`src/rtl/intpol2_d4_ctrl_fsm.sv`:
```
// Sequencing FSM for the intpol2_D4 quadratic interpolator: clear, coefficient preload,
// FIFO fetch, pipeline wait, PHASES output writes per input sample, accumulate and done.
module intpol2_d4_ctrl_fsm #(
  parameter int PHASES   = 4,
  parameter int PIPE_LAT = 2
) (
  input  logic                        clk,
  input  logic                        rstn,
  input  logic                        start,
  input  logic                        abort,
  input  logic                        mode,
  input  logic                        Empty,
  input  logic                        Afull,
  input  logic                        comp_addr,
  input  logic                        comp_cnt,
  output logic                        busy,
  output logic                        clear,
  output logic                        en_M_addr,
  output logic                        Read_Enable,
  output logic                        Write_Enable,
  output logic                        en_sum,
  output logic                        done,
  output logic [$clog2(PHASES)-1:0]   phase
);

  localparam int PW = $clog2(PHASES);

  typedef enum logic [3:0] {
    S_IDLE, S_CLR, S_PRELOAD, S_FETCH, S_WAIT, S_CALC, S_NEXT, S_DONE, S_ABORT
  } state_t;

  state_t          r_state, w_nxt;
  logic [3:0]      r_wcnt, w_wcnt_nxt;
  logic [PW-1:0]   r_phase, w_phase_nxt;
  logic            r_busy, r_clear, r_en_m, r_en_sum, r_done;
  logic            w_rd, w_wr;

  // Mealy strobes are squashed by abort so nothing is popped or pushed in that cycle.
  assign w_rd = (r_state == S_FETCH) & ~Empty & ~abort;
  assign w_wr = (r_state == S_CALC)  & ~Afull & ~abort;

  always_comb begin
    w_nxt       = r_state;
    w_wcnt_nxt  = r_wcnt;
    w_phase_nxt = r_phase;
    case (r_state)
      S_IDLE:    if (start) w_nxt = S_CLR;
      S_CLR: begin
        w_phase_nxt = '0;
        w_nxt       = mode ? S_FETCH : S_PRELOAD;
      end
      S_PRELOAD: if (comp_addr) w_nxt = S_FETCH;
      S_FETCH: begin
        if (!Empty) begin
          w_wcnt_nxt = 4'(PIPE_LAT);
          w_nxt      = (PIPE_LAT == 0) ? S_CALC : S_WAIT;
        end
      end
      S_WAIT: begin
        w_wcnt_nxt = r_wcnt - 4'd1;
        if (r_wcnt <= 4'd1) w_nxt = S_CALC;
      end
      S_CALC: begin
        if (!Afull) begin
          if (r_phase == PW'(PHASES - 1)) begin
            w_phase_nxt = '0;
            w_nxt       = S_NEXT;
          end else begin
            w_phase_nxt = r_phase + 1'b1;
          end
        end
      end
      S_NEXT:    w_nxt = comp_cnt ? S_DONE : S_FETCH;
      S_DONE:    w_nxt = S_IDLE;
      S_ABORT:   w_nxt = S_IDLE;
      default:   w_nxt = S_IDLE;
    endcase
    if (abort && (r_state != S_IDLE)) begin
      w_nxt       = S_ABORT;
      w_phase_nxt = '0;
      w_wcnt_nxt  = '0;
    end
  end

  // Moore outputs are registered from the next-state decode, so they line up with r_state.
  always_ff @(posedge clk or negedge rstn) begin
    if (!rstn) begin
      r_state  <= S_IDLE;
      r_wcnt   <= '0;
      r_phase  <= '0;
      r_busy   <= 1'b0;
      r_clear  <= 1'b0;
      r_en_m   <= 1'b0;
      r_en_sum <= 1'b0;
      r_done   <= 1'b0;
    end else begin
      r_state  <= w_nxt;
      r_wcnt   <= w_wcnt_nxt;
      r_phase  <= w_phase_nxt;
      r_busy   <= (w_nxt != S_IDLE);
      r_clear  <= (w_nxt == S_CLR) || (w_nxt == S_ABORT);
      r_en_m   <= (w_nxt == S_PRELOAD);
      r_en_sum <= (w_nxt == S_NEXT);
      r_done   <= (w_nxt == S_DONE);
    end
  end

  assign busy         = r_busy;
  assign clear        = r_clear;
  assign en_M_addr    = r_en_m;
  assign en_sum       = r_en_sum;
  assign done         = r_done;
  assign phase        = r_phase;
  assign Read_Enable  = w_rd;
  assign Write_Enable = w_wr;

endmodule
```
`config.mk`:
```
export PLATFORM = sky130hd
export DESIGN_NAME = intpol2_d4_ctrl_fsm
export DESIGN_NICKNAME = d
export VERILOG_FILES = /design/src/rtl/intpol2_d4_ctrl_fsm.sv
export SDC_FILE = /design/constraint.sdc
export NUM_CORES = 1
export LEC_CHECK = 0
export BUFFER_PORTS_ARGS = -buffer_cell sky130_fd_sc_hd__buf_2
export CORE_ASPECT_RATIO = 0.8
export CORE_UTILIZATION = 45
export CTS_CLUSTER_SIZE = 20
export DETAILED_ROUTE_END_ITERATION = 7
export PLACE_DENSITY = 0.68
export SETUP_SLACK_MARGIN = 0.4
export SLEW_MARGIN = 20
export SYNTH_ARGS = -nofsm -noshare
export SYNTH_HDL_FRONTEND = slang
export SYNTH_SLANG_ARGS = --single-unit
```
`constraint.sdc`:
```
create_clock -name clk -period 2.6 [get_ports clk]
set_clock_uncertainty 0.15 [all_clocks]
set_input_delay 0.65 -clock clk [delete_from_list [all_inputs] [get_ports clk]]
set_output_delay 0.65 -clock clk [all_outputs]
set_load 0.02 [all_outputs]
```
# After elaboration in Yosys (flattened, before gate mapping)
# Index checks and enable logic that the tools add are counted.
[totals] reg_bits=15 in_bits=9 mem_bits_ro=0 word_cells=58 mem_count=0 ramBits=0 latch_bits=0
[classes] bitwise=7 n_reduce_logical=9 mux=17 n_addsub=2 n_shift=0 multipliers=0 magnitude_cmp=1 div=0 eq_ne=14
[op_table] op="$mux W4" n=9
[op_table] op="$pmux W4 S7" n=1
[op_table] op="$eq A4 B3 Y1 const B" n=5
[op_table] op="$eq A4 B2 Y1 const B" n=3
[op_table] op="$eq A4 B1 Y1 const B" n=2
[op_table] op="$pmux W4 S2" n=1
[op_table] op="$reduce_bool A4 Y1" n=2
[op_table] op="$mux W2" n=3
[op_table] op="$ne A3 B2 Y1 const B" n=2
[op_table] op="$reduce_bool A3 Y1" n=2
[op_table] op="$and A1 B1 Y1" n=4
[op_table] op="$eq A4 B4 Y1 const B" n=1
[op_table] op="$le A4 B1 Y1 const B" n=1
[op_table] op="$logic_not A4 Y1" n=1
[op_table] op="$pmux W2 S2" n=1
[op_table] op="$reduce_and A2 Y1" n=2
[op_table] op="$sub A4 B1 Y4 const B" n=1
[op_table] op="$mux W3" n=1
[op_table] op="$not A1 Y1" n=3
[op_table] op="$add A2 B1 Y2 const B" n=1
[op_table] op="$eq A2 B2 Y1 const B" n=1
[op_table] op="$logic_and A1 B1 Y1" n=1
[op_table] op="$logic_or A1 B1 Y1" n=1
[op_table] op="$mux W1" n=1

# Depth between registers and ports, before layout
[depth] ltp_word=7 ltp_mapped=6 ltp_nobuf=6

# Worst setup path before layout
# OpenSTA, ideal clock, no wires.
[synth_timing] kind="in2out" from="input Empty" to="output Read_Enable" path_buffers=0 slack_ns=0.340 stages=2 arrival_time_ns=1.460 required_time_ns=1.800 path_cell_list="nand3b_1 nor4_1"
[synth_between] elab_chain_len=3
[synth_lines] item="from (decl)" line_no="12" text="input logic Empty,"
[synth_lines] item="$not A1 Y1" line_no="39" text="assign w_rd = (r_state == S_FETCH) & ~Empty & ~abort;"
[synth_lines] item="$and A1 B1 Y1 (2 in series)" line_no="39"
[synth_lines] item="to (decl)" line_no="19" text="output logic Read_Enable,"
# Every way passes these cells.

# Worst setup path after layout
[layout_timing] from="register r_state[3]" to="output Write_Enable"
[layout_between] elab_chain_len=3
[layout_lines] item="from (decl)" line_no="32" text="state_t r_state, w_nxt;"
[layout_lines] item="from (signal assigned)" line_no="97" text="r_state <= w_nxt;"
[layout_lines] item="$eq A4 B3 Y1" line_no="40" text="assign w_wr = (r_state == S_CALC) & ~Afull & ~abort;"
[layout_lines] item="$and A1 B1 Y1 (2 in series)" line_no="40"
[layout_lines] item="to (decl)" line_no="20" text="output logic Write_Enable,"
# Every way passes these cells.

==> results.tsv <==
stage	metric	value	unit
run_status	status	complete, no violations	
synth	Synth async-reset ratio	100	%
power_and_ir_drop	P_leak	0.000533	uW
layout	multi-input logic area	497	um2
die	Die Wd	52.0	um
timing	period utilization	85.1	%
power_and_ir_drop	Comb power frac	51.2	%
cts	CTS buffer count	3	
die	chip height	42.0	um
timing	setup TNS	0	ns
synth	dominant synthesized flop cell	dfrtp_1	
hold_path	HP Class	input port to asynchronous set/reset pin	
synth	syn_nets	103	
worst_setup_path	crit path launch type	register	
cts	clk_lat worst skew	0.28	ns
power_and_ir_drop	Seq pwr share	35.2	%
worst_setup_path	CP top delay family	simple AND/OR/NAND/NOR gates	
worst_setup_path	CP Buf/Inv Count	1	
run	max cap viols	0	
worst_setup_path	r2r endpoint	en_M_addr$_DFF_PN0_	
worst_setup_path	CP max FO	4	
worst_setup_path	Setup CP Type	register to primary output	
worst_setup_path	R2R Path Start	r_state[0]$_DFF_PN0_	
route	Remaining DRCs	0	
timing	unrepaired setup endpoints after global routing	true	
route	ANT nets after route	0	
cts	Worst-path clk slew	0.09	ns
route	Routed WL	2.01	mm
layout	filler cell count in the final layout	158	
cts	CTS Hold Bufs	0	
cts	CTS H-Tree Depth	1	
grt	first-pass GRT wire length	3.46	mm
place	Placement Setup Slack	0.478	ns
worst_setup_path	crit end category	primary output	
place	routability cong.	0.808	
layout	final net count	130	
route	routed vias	777	
grt	largest net degree at the start of global routing	16	
timing	final setup fails	0	
layout	register area	378	um2
timing	post-route minimum period	2.21	ns
synth	number of synthesized flops with an enable pin	0	
synth	Warnings, synthesis	0	
timing	final-report hold violation count	0	
die	# rows	14	
layout	share of layout cells above drive strength 1	34.2	%
power_and_ir_drop	pwr dens	865	mW/mm2
route	DRT Pass-1 Iters	4	
cts	CTS root buf	clkbuf_4	
timing	final setup margin	0.386	ns
power_and_ir_drop	Switching Fraction	41.5	%
worst_setup_path	r2r worst-path depth	6	
cts	Clock Sinks	15	
die	num ports	18	
power_and_ir_drop	cell-internal power	564	uW
power_and_ir_drop	clock network power share	13.5	%
timing	Slew Limit Fails	0	
die	core box area	0.00187	mm2
route	Via density	5.51	
timing	Slew @ Worst Pin	0.566	ns
power_and_ir_drop	sw power	400	uW
worst_setup_path	Worst path slowest cell	dfrtp_2	
synth	register area share after synthesis	41.7	%
synth	Synth top area share	41.7	%
power_and_ir_drop	VDD IR-drop max	425	uV
grt	gr ovfl total	0	
timing	FMAX	452	MHz
worst_setup_path	R2R setup slack	0.48	ns
synth	syn_area_per_cell	9.90	um2
power_and_ir_drop	total power draw	964	uW
layout	P&R area growth vs syn	23.8	%
synth	biggest area consumer among synthesized cells	dfrtp_1	
worst_setup_path	crit path DAT	1.41	ns
synth	Seq cells post-synth	15	
worst_setup_path	CP peak stage delay	0.45	ns
grt	initial antenna violation count	0	
synth	library cells used by synthesis	42	
cts	TritonCTS clock tree	done	
route	Wirelength per Cell	14.3	um
timing	Slew headroom	61.7	%
worst_setup_path	Critical Path RT	1.80	ns
route	Iter 0 DRT Violations	22	
worst_setup_path	cell-by-cell trace of the critical path	and4bb_2 -> nor3b_4 -> buf_6	
synth	Synth top cells by count	15 x dfrtp_1, 14 x nor2_1, 5 x inv_1	
synth	Post-Syn Area	901	um2
layout	# diodes	0	
die	Starting Density	48.1	%
die	DIE AREA	0.00219	mm2
grt	vias in the first global route	761	
cts	clock buffer depth	2	
place	DPL Wire Length	1.42	mm
synth	Cells after Synth	91	
synth	count leader, synth	dfrtp_1	
synth	Synth area leaders	dfrtp_1 42%, nor2_1 5.8%, ha_1 4.2%, o31ai_4 2.4%, inv_1 2.1%	
grt	GRT Total Usage	22.0	%
place	I/O Buffers	17	
==> sequential cells by signal, indices dropped and copies added, names as in the netlist <==
| signal | cells |
|---|---|
| phase | 2 |
| r_state | 4 |
| done | 1 |
| en_sum | 1 |
| clear | 1 |
| r_wcnt | 4 |
| busy | 1 |
| en_M_addr | 1 |
==> layout make-up <==
class	instances	share of cell area [%]
Clock buffer	4	2.36
Inverter	5	1.68
Multi-Input combinational cell	67	44.6
Sequential cell	15	33.9
Tap cell	24	2.69
Timing Repair Buffer	26	14.8
==> power groups by stage <==
stage | logic (uW) | registers [uW] | clock network (uW)
floorplan | 312 | 363 | 0
finish | 494 | 340 | 131
global placement | 416 | 358 | 0
global route | 540 | 348 | 152
CTS | 486 | 338 | 135
detailed placement | 429 | 364 | 0
==> metal layers <==
metal / vias to the layer above / GRT usage [%] / routed length, um
met5: - / 0 / 0
met4: 0 / 9.73 / 29
met3: 4 / 5.80 / 77
met2: 19 / 31.3 / 906
met1: 372 / 31.2 / 999
li1: 382 / - / -
==> worst max-delay path by stage <==
stage	to	slack (ns)	cells after the start	from
floorplan	Read_Enable	0.56	2	Empty
global placement	Read_Enable	0.48	4	Empty
detailed placement	Read_Enable	0.48	4	Empty
CTS	Write_Enable	0.39	3	r_state[3]$_DFF_PN0_
global route	Write_Enable	0.33	3	r_state[3]$_DFF_PN0_
finish	Write_Enable	0.39	3	r_state[3]$_DFF_PN0_
==> cells by family (layout without fill, tap and decap cells) <==
| family | after synthesis | count (layout) | share of synthesized area [%] |
|---|---|---|---|
| flops | 15 | 15 | 41.7 |
| compound gates | 21 | 21 | 19.0 |
| fa+ha+maj | 3 | 3 | 4.17 |
| buf+inv | 9 | 35 | 4.58 |
| simple gates | 43 | 43 | 30.6 |
==> layout by cell type, fill, tap and decap left out, types with 3 or more instances in the layout <==
master and instances:
buf_2 15, nor2_1 14, dfrtp_1 13, buf_4 9, inv_1 5, nand2b_1 3, o21ai_0 3, ha_1 3
clkbuf_4 3
==> timing repair <==
item,CTS,global route
gates resized for setup,5,2
setup endpoints to repair,2,4
buffers inserted,5,1
pin swaps,1,1
==> through the flow <==
step	instance area [um2]	instances	hold slack (ns)	util [%]
6_report	1110	141	0.106	59.5
2_1_floorplan	907	91	0.204	-
4_1_cts	1100	140	0.112	58.7
3_5_place_dp	1020	131	0.372	54.5
5_1_grt	1110	141	0.117	59.5
3_3_place_gp	1020	131	0.354	54.5
(Power assumes the default switching activity.)
